$ cat config.mk
export PLATFORM = sky130hd
export DESIGN_NAME = execute_div_seq
export DESIGN_NICKNAME = d
export VERILOG_FILES = /design/src/rtl/execute_div_seq.sv
export SDC_FILE = /design/constraint.sdc
export NUM_CORES = 1
export LEC_CHECK = 0
export CORE_UTILIZATION = 25
export CTS_BUF_LIST = sky130_fd_sc_hd__clkbuf_4 sky130_fd_sc_hd__clkbuf_8
export DETAILED_ROUTE_END_ITERATION = 10
export PLACE_DENSITY_LB_ADDON = 0.25
export REMOVE_ABC_BUFFERS = 1
export SLEW_MARGIN = 40
export SYNTH_ARGS = -nofsm -noshare
export SYNTH_HDL_FRONTEND = slang
export SYNTH_SLANG_ARGS = --single-unit
$ cat constraint.sdc
create_clock -name clk -period 6.4 [get_ports clk]
set_input_delay 0.64 -clock clk [delete_from_list [all_inputs] [get_ports clk]]
set_output_delay 0.64 -clock clk [all_outputs]
set_load 0.01 [all_outputs]
$ cat src/rtl/execute_div_seq.sv
// Multi-cycle restoring divider (divw/divwu) that borrows the shared execute_alu, one step per cycle.
// Optional build macro EXDIV_EARLY_OUT_EN: divide-by-zero / signed overflow skip straight to DONE.
module execute_div_seq #(
    parameter int ALU_OP_W = 6
) (
    input  logic                clk,
    input  logic                reset,
    input  logic                in_valid,
    output logic                in_ready,
    input  logic                in_signed,
    input  logic [31:0]         in_dividend,
    input  logic [31:0]         in_divisor,
    output logic                out_valid,
    input  logic                out_ready,
    output logic [31:0]         out_quot,
    output logic [31:0]         out_rem,
    output logic                out_ov,
    output logic                busy,
    output logic [ALU_OP_W-1:0] alu_op,
    output logic [31:0]         alu_a,
    output logic [31:0]         alu_b,
    output logic [31:0]         alu_c,
    output logic                alu_ci,
    input  logic [31:0]         alu_out,
    input  logic                alu_co
);

    localparam logic [ALU_OP_W-1:0] EXOP_ALU_SUB_BA = ALU_OP_W'(3);
    localparam logic [ALU_OP_W-1:0] EXOP_ALU_NEG_A  = ALU_OP_W'(5);

    localparam logic [2:0] S_IDLE  = 3'd0;
    localparam logic [2:0] S_ABS_A = 3'd1;
    localparam logic [2:0] S_ABS_D = 3'd2;
    localparam logic [2:0] S_STEP  = 3'd3;
    localparam logic [2:0] S_NEG_Q = 3'd4;
    localparam logic [2:0] S_NEG_R = 3'd5;
    localparam logic [2:0] S_DONE  = 3'd6;

    logic [2:0]  state;
    logic [4:0]  cnt;
    logic        sgn;
    logic        sa;
    logic        sd;
    logic        ov_pend;
    logic [31:0] q;
    logic [31:0] r;
    logic [31:0] d;

    logic [31:0] s;
    logic        acc;
    logic        ov_now;

    // q starts as the dividend and shifts out one bit per step while quotient bits shift in.
    assign s      = {r[30:0], q[31]};
    assign acc    = alu_co | r[31];
    assign ov_now = (in_divisor == 32'd0) |
                    (in_signed & (in_dividend == 32'h8000_0000) & (in_divisor == 32'hFFFF_FFFF));

    always_comb begin
        alu_op = '0;
        alu_a  = '0;
        alu_b  = '0;
        case (state)
            S_ABS_A: begin
                alu_op = EXOP_ALU_NEG_A;
                alu_a  = q;
            end
            S_ABS_D: begin
                alu_op = EXOP_ALU_NEG_A;
                alu_a  = d;
            end
            S_STEP: begin
                alu_op = EXOP_ALU_SUB_BA;
                alu_a  = d;
                alu_b  = s;
            end
            S_NEG_Q: begin
                alu_op = EXOP_ALU_NEG_A;
                alu_a  = q;
            end
            S_NEG_R: begin
                alu_op = EXOP_ALU_NEG_A;
                alu_a  = r;
            end
            default: ;
        endcase
    end

    assign alu_c     = '0;
    assign alu_ci    = 1'b0;
    assign in_ready  = (state == S_IDLE);
    assign busy      = (state != S_IDLE);
    assign out_valid = (state == S_DONE);
    assign out_ov    = (state == S_DONE) & ov_pend;
    assign out_quot  = ((state == S_DONE) && !ov_pend) ? q : 32'd0;
    assign out_rem   = ((state == S_DONE) && !ov_pend) ? r : 32'd0;

    always_ff @(posedge clk or negedge reset) begin
        if (!reset) begin
            state   <= S_IDLE;
            cnt     <= '0;
            sgn     <= 1'b0;
            sa      <= 1'b0;
            sd      <= 1'b0;
            ov_pend <= 1'b0;
        end else begin
            case (state)
                S_IDLE: begin
                    if (in_valid) begin
                        sgn     <= in_signed;
                        sa      <= in_dividend[31] & in_signed;
                        sd      <= in_divisor[31] & in_signed;
                        ov_pend <= ov_now;
                        cnt     <= '0;
`ifdef EXDIV_EARLY_OUT_EN
                        if (ov_now)
                            state <= S_DONE;
                        else
                            state <= in_signed ? S_ABS_A : S_STEP;
`else
                        state   <= in_signed ? S_ABS_A : S_STEP;
`endif
                    end
                end
                S_ABS_A: state <= S_ABS_D;
                S_ABS_D: state <= S_STEP;
                S_STEP: begin
                    cnt <= cnt + 5'd1;
                    if (cnt == 5'd31)
                        state <= sgn ? S_NEG_Q : S_DONE;
                end
                S_NEG_Q: state <= S_NEG_R;
                S_NEG_R: state <= S_DONE;
                S_DONE: begin
                    if (out_ready)
                        state <= S_IDLE;
                end
                default: state <= S_IDLE;
            endcase
        end
    end

    // Datapath registers carry no reset; every result is gated by state==DONE.
    always_ff @(posedge clk) begin
        case (state)
            S_IDLE: begin
                if (in_valid) begin
                    q <= in_dividend;
                    d <= in_divisor;
                    r <= '0;
                end
            end
            S_ABS_A: if (sa) q <= alu_out;
            S_ABS_D: if (sd) d <= alu_out;
            S_STEP: begin
                r <= acc ? alu_out : s;
                q <= {q[30:0], acc};
            end
            S_NEG_Q: if (sa ^ sd) q <= alu_out;
            S_NEG_R: if (sa) r <= alu_out;
            default: ;
        endcase
    end

endmodule

==> results of run 1 <==
-- area by class of cell --
class	instances	area, um^2	area share
Clock buffer	9	124	0.0125
Clock inverter	5	55.1	0.00555
Inverter	3	11.3	0.00114
Multi-Input combinational cell	531	3510	0.355
Sequential cell	108	3190	0.322
Tap cell	378	473	0.0477
Timing Repair Buffer	254	2540	0.257
-- through the flow --
step | cells | hold slack, ns
6_report | 1288 | 0.515
4_1_cts | 1286 | 0.514
5_1_grt | 1288 | 0.543
3_5_place_dp | 1272 | 0.488
3_3_place_gp | 1268 | 0.481
2_1_floorplan | 642 | 0.344
-- cells in the mapped netlist (3+ instances only) --
| master | count | share of area |
|---|---|---|
| inv_1 | 3 | 0.0016 |
| nand2b_1 | 3 | 0.0026 |
| a21oi_1 | 6 | 0.0042 |
| and2_1 | 66 | 0.058 |
| nor4_1 | 13 | 0.011 |
| and3_1 | 33 | 0.029 |
| a22oi_1 | 64 | 0.067 |
| nand2_1 | 113 | 0.059 |
| nand3_1 | 7 | 0.0049 |
| mux2_2 | 54 | 0.085 |
| dfrtp_1 | 12 | 0.042 |
| mux2_4 | 5 | 0.010 |
| clkbuf_2 | 6 | 0.0042 |
| mux2_1 | 6 | 0.0094 |
| nor2_1 | 11 | 0.0058 |
| buf_2 | 19 | 0.013 |
| o21ai_0 | 39 | 0.027 |
| buf_4 | 48 | 0.050 |
| a22o_1 | 32 | 0.039 |
| clkbuf_1 | 11 | 0.0058 |
| edfxtp_1 | 96 | 0.40 |
| buf_6 | 9 | 0.014 |
| nand4_1 | 9 | 0.0079 |
| nor3_1 | 3 | 0.0021 |
-- sequential cells by signal (all words and copies together) (netlist names), 3 cells and up --
signal  flops
cnt         5
d          32
q          32
r          32
state       3
-- worst max-delay path, delay by kind of cell (launching register included) --
kind | cells | cell delay (ns)
AND/OR/NAND/NOR | 2 | 0.67
flip-flops | 1 | 0.83
buffers and inverters | 3 | 1.17
AO/OA/AOI/OAI | 1 | 0.10
-- logic make-up (layout without fill, tap and decap cells) --
logic type | Yosys count | in the layout
muxes | 65 | 65
other | 1 | 36
AOI/OAI and AO/OA | 150 | 150
DFF | 108 | 108
xor gates and xnor gates | 3 | 3
buffers and inverters | 96 | 271
adders and majority gates | 2 | 2
and+or+nand+nor | 275 | 275
-- placed cells by master (no fill, tap or decap), drive strengths merged, types with 2 or more instances in the layout --
| cell | synthesis | routed |
|---|---|---|
| a21oi | 6 | 6 |
| a221oi | 2 | 2 |
| a22o | 32 | 32 |
| a22oi | 64 | 64 |
| and2 | 66 | 66 |
| and3 | 33 | 33 |
| buf | 76 | 18 |
| clkbuf | 17 | 9 |
| clkdlybuf4s50 | 0 | 236 |
| clkinv | 0 | 3 |
| conb | 1 | 36 |
| dfrtp | 12 | 12 |
| edfxtp | 96 | 96 |
| ha | 2 | 2 |
| inv | 3 | 3 |
| mux2 | 65 | 65 |
| nand2 | 115 | 115 |
| nand2b | 3 | 3 |
| nand3 | 7 | 7 |
| nand4 | 9 | 9 |
| nor2 | 13 | 13 |
| nor2b | 4 | 4 |
| nor3 | 6 | 6 |
| nor4 | 13 | 13 |
| o21ai | 40 | 40 |
| or4 | 2 | 2 |
| xnor2 | 2 | 2 |
-- layer usage --
| layer | global-route usage | vias to the layer above | routed length [um] | share of wire |
|---|---|---|---|---|
| li1 | - | 2922 | - | - |
| met1 | 0.275 | 3058 | 13300 | 0.45 |
| met2 | 0.319 | 276 | 13700 | 0.47 |
| met3 | 0.0315 | 24 | 1940 | 0.066 |
| met4 | 0.0458 | 0 | 403 | 0.014 |
| met5 | 0 | - | 0 | 0 |
-- worst paths after layout --
check | slack (ns) | to | start
setup / recovery | 2.55 | alu_a[30] | state[1]
setup reg to reg | 3.28 | d[21] | state[1]
hold reg to reg | 0.52 | sgn | sgn
hold / removal | 0.52 | sgn | sgn
max in group asynchronous | 5.30 | state[0] | reset
min in group asynchronous | 0.63 | state[1] | reset
-- power groups by stage --
stage	clock (mW)	combinational, mW	sequential, mW
after CTS	0.455	2.43	1.57
after floorplan	0	1.29	1.45
final	0.436	2.43	1.57
after global routing	0.469	2.64	1.62
after global placement	0	2.38	1.58
after detailed placement	0	2.42	1.58
==> metrics.md, run 1 <==
| Metric | Value |
|---|---|
| Status | `complete, no violations` |
| Sequential fraction of design power | `0.354` |
| Resized cells post-CTS | `0` |
| Final setup violating endpoints | `0` |
| Switching pwr | `1.90 mW` |
| Switching share of power | `0.429` |
| Combinational Power Share | `0.547` |
| CP cell instances | `nor2b_4 -> buf_16 -> buf_4 -> nand2_1 -> o21ai_0 -> clkdlybuf4s50_1` |
| Die height | `171 um` |
| Final period utilization | `0.602` |
| Cell variety after synth | `48` |
| Gr usage total | `0.198` |
| Largest fanout on the critical path | `46` |
| Post-route antenna net violation count | `0` |
| Post-CTS Hold Fix Bufs | `0` |
| Fin. Hold Viols | `0` |
| Vias | `6,280` |
| Die ar. | `0.0293 mm^2` |
| Clock slew at reported path FFs | `0.11 ns` |
| Ys Warns | `0` |
| Area Growth Syn to Fin | `38.5%` |
| P_int | `2.53 mW` |
| Postcts setup bufs | `0` |
| Setup slack at placement | `2.79 ns` |
| Nets | `1,011` |
| Compound-Gate Fraction of Synth Area | `0.148` |
| Largest family of logic cells by synthesized area | `simple AND/OR/NAND/NOR gates` |
| Required time of the critical path | `5.76 ns` |
| Kind of critical path | `flip-flop to output port` |
| DP Area | `0.00970 mm^2` |
| Vias in the first global route | `6,197` |
| Dominant synthesized flop cell | `edfxtp_1` |
| Critical Path AT | `3.21 ns` |
| Post-synthesis xor/xnor area fraction | `0.00367` |
| Hold Crit Class | `flip-flop to flip-flop` |
| Clock power frac | `0.098` |
| Initial drt markers | `543` |
| Placeable Area | `0.0279 mm^2` |
| FF-to-FF path depth | `5` |
| Initial antenna violation count | `0` |
| Clock skew | `0.0151 ns` |
| Clk Latency, worst-skew pair | `0.39 ns` |
| Post-Syn Area per Cell | `10.2 um^2` |
| First-pass GRT wire length | `41.6 mm` |
| Slew @ Worst Pin | `0.730 ns` |
| CTS tree | `yes` |
| Leak Pwr | `3.81 nW` |
| Power Total | `4.44 mW` |
| Drt pass-1 iters | `5` |
| Post-synth EDFFs | `96` |
| GRT overflow | `0` |
| Max Cap Viol | `0` |
| Hold depth | `1` |
| Critical Path Start Type | `flip-flop` |
| Slowest Stage Delay on Critical Path | `0.83 ns` |
| Clk buf depth | `2` |
| Vias per cell | `4.88` |
| Fin area | `0.00991 mm^2` |
| # diodes | `0` |
| Placer Congestion | `0.813` |
| Post-Synth Simple-Gate Area | `0.205` |
| Routed WL | `29.3 mm` |
| Clk sink count | `108` |
| Post-Syn Instances | `700` |
| Peak supply drop | `366 uV` |
| Post-DP HPWL | `20.3 mm` |
| Setup tns final | `0 ns` |
| Fin. max-slew vios | `0` |
| Crit path time final | `3.85 ns` |
| RSZ-0062 raised after global routing | `no` |
| Async set-reset flop share out of synthesis | `0.111` |
| Share of layout cells above drive strength 1 | `0.118` |
| Setup slack after layout | `2.55 ns` |
| Highest Clock Rate | `260 MHz` |
| Synth Area in Adders | `0.00350` |
| Multiplexer share of the synthesized area | `0.105` |
| Wire per inst | `22.7 um` |
| Flops & latches, synth | `108` |
| Initial core utilization | `0.256` |
| Number of remaining DRC errors | `0` |
| CP endpoint kind | `output port` |
| Buffers on Ports | `236` |
| Cell area after synthesis | `0.00716 mm^2` |
| CTS root buffer | `clkbuf_8` |
| Rel. slew slack | `0.512` |
| Slowest-stage cell, CP | `dfrtp_4` |
| Final Core Density | `0.355` |
| PD cells | `447 mW/mm^2` |
| # rows | `61` |
| Ports | `273` |
| H-tree depth | `3` |
| Die X | `171 um` |
| Post-synthesis sequential area ratio | `0.445` |
| CTS Buf Count | `9` |
| Largest net degree at the start of global routing | `48` |
| FILL cells | `2,884` |
No activity file was read; power rests on OpenSTA's default activity.
==> run 2, diff against run 1 <==
Clock period 6.4 ns to 3.2 ns, I/O delays scaled along.
==> metrics.md, run 2 (synthesis results as in run 1) <==
| Metric | Value |
|---|---|
| Final setup violating endpoints | `0` |
| CP cell instances | `nor2b_4 -> nand2_4 -> inv_1 -> buf_4 -> clkdlybuf4s50_1` |
| FF-to-FF setup slack | `0.69 ns` |
| Final period utilization | `0.930` |
| Die X | `171 um` |
| H-tree depth | `3` |
| Post-DP HPWL | `21.1 mm` |
| Post-CTS Hold Fix Bufs | `0` |
| Slowest Stage Delay on Critical Path | `0.69 ns` |
| Drt pass-1 iters | `5` |
| Critical Path Start | `state[2]` |
| Clk buf depth | `2` |
| Leak Pwr | `3.87 nW` |
| Area Growth Syn to Fin | `39.7%` |
| GRT overflow | `0` |
| Sequential cell area | `0.00319 mm^2` |
| Power Total | `8.98 mW` |
| Slowest-stage cell, CP | `dfrtp_2` |
| Nets | `1,020` |
| Area of the multi-input gates | `0.00350 mm^2` |
| Number of remaining DRC errors | `0` |
| CTS tree | `yes` |
| Placer Congestion | `0.824` |
| Clk Latency, worst-skew pair | `0.41 ns` |
| Die ar. | `0.0293 mm^2` |
| Critical Path AT | `2.66 ns` |
| Buf/Inv on CP | `3` |
| Vias in the first global route | `6,262` |
| Fin. max-slew vios | `0` |
| Final std cells w/o fill | `1,300` |
| Critical Path Start Type | `flip-flop` |
| Top delay family on crit path | `buffers and inverters` |
| Largest registers | `d (32), q (32), r (32)` |
| Rel. slew slack | `0.463` |
| Slew @ Worst Pin | `0.799 ns` |
| FILL cells | `2,835` |
| Gr usage total | `0.199` |
| Vias per cell | `4.93` |
| First-pass GRT wire length | `42.2 mm` |
| Minimum hold slack | `0.287 ns` |
| Resized cells post-CTS | `0` |
| Die height | `171 um` |
| Wire per inst | `22.7 um` |
| Postcts setup bufs | `0` |
| Worst r2r src | `state[2]` |
| Most common cell after layout, fill and taps aside | `clkdlybuf4s50_1` |
| Critical Path Sink | `alu_op[1]` |
| Crit path time final | `2.98 ns` |
| Ports | `273` |
| RSZ-0062 raised after global routing | `no` |
| Kind of critical path | `flip-flop to output port` |
| Clock skew | `0.0206 ns` |
| CP endpoint kind | `output port` |
| CTS root buffer | `clkbuf_8` |
| Largest fanout on the critical path | `22` |
| CTS Buf Count | `9` |
| Buffers on Ports | `236` |
| FF-to-FF path depth | `5` |
| R2r endpoint | `r[17]` |
| Peak supply drop | `377 uV` |
| Clock slew at reported path FFs | `0.12 ns` |
| Vias | `6,415` |
| Hold Crit Class | `input port to async pin` |
| Status | `complete, no violations` |
| Fin. Hold Viols | `0` |
| Routed WL | `29.5 mm` |
| Initial core utilization | `0.256` |
| PD cells | `898 mW/mm^2` |
| Max Cap Viol | `0` |
| Initial antenna violation count | `1` |
| Stages on worst setup path | `5` |
| Clk sink count | `108` |
| Largest net degree at the start of global routing | `52` |
| Initial drt markers | `446` |
| Placeable Area | `0.0279 mm^2` |
| Post-route antenna net violation count | `0` |
| # rows | `61` |
| Required time of the critical path | `2.88 ns` |
| Share of layout cells above drive strength 1 | `0.128` |
| Highest Clock Rate | `336 MHz` |
| Placed Cells incl. Taps | `1,283` |
| Most frequent cells in the layout | `clkdlybuf4s50_1, nand2_1, edfxtp_1, and2_1, a22oi_1` |
run 2: cell count changes in the layout (fill, tap and decap cells not counted), moves of 2 or more:
cell	change
buf_4	+11
buf_12	+4
nand2_2	+2
buf_8	-2
buf_6	-3
inv_6	+2
nand2_4	-2
run 2: final cells by class:
cell class	instances	share of cell area
diodes	1	0.000250
clock buffers	9	0.0124
clock inverters	7	0.00801
inverters	3	0.00113
multi-input cells	531	0.350
flip-flops and latches	108	0.319
well taps	378	0.0473
repair buffers	263	0.262
run 2: metal layers:
| metal | part of all wire | GRT usage |
|---|---|---|
| met4 | 0.010 | 0.0396 |
| met1 | 0.46 | 0.280 |
| met5 | 0 | 0 |
| met3 | 0.063 | 0.0384 |
| met2 | 0.47 | 0.316 |
run 2: worst min path at each step:
stage | end | slack (ns) | cells past startpoint
after CTS | cnt[3] | 0.29 | 1
after floorplan | cnt[0] | 0.02 | 0
after global routing | cnt[3] | 0.31 | 1
after detailed placement | sgn | 0.49 | 1
after global placement | sgn | 0.48 | 1
final | cnt[3] | 0.29 | 1
run 2: worst register-to-register path, delay by kind of cell, from the launching register on:
family	cells	cell delay, ns
buf+inv	1	0.47
compound gates	1	0.24
simple gates	3	1.00
flops	1	0.69
run 2: stage by stage:
stage	setup WS [ns]	setup TNS, ns	cell area (um^2)	util
floorplan	-1.08	-111.13	6660	-
global placement	0.684	0	9790	0.351
detailed placement	0.690	0	9790	0.351
CTS	0.223	0	10000	0.358
global route	0.100	0	10000	0.358
finish	0.225	0	10000	0.358
run 2: power by group:
group	internal, mW	leakage (nW)	switching, mW
Combinational	2.34	2.66	2.64
Clock	0.374	0.104	0.552
Sequential	2.45	1.10	0.631
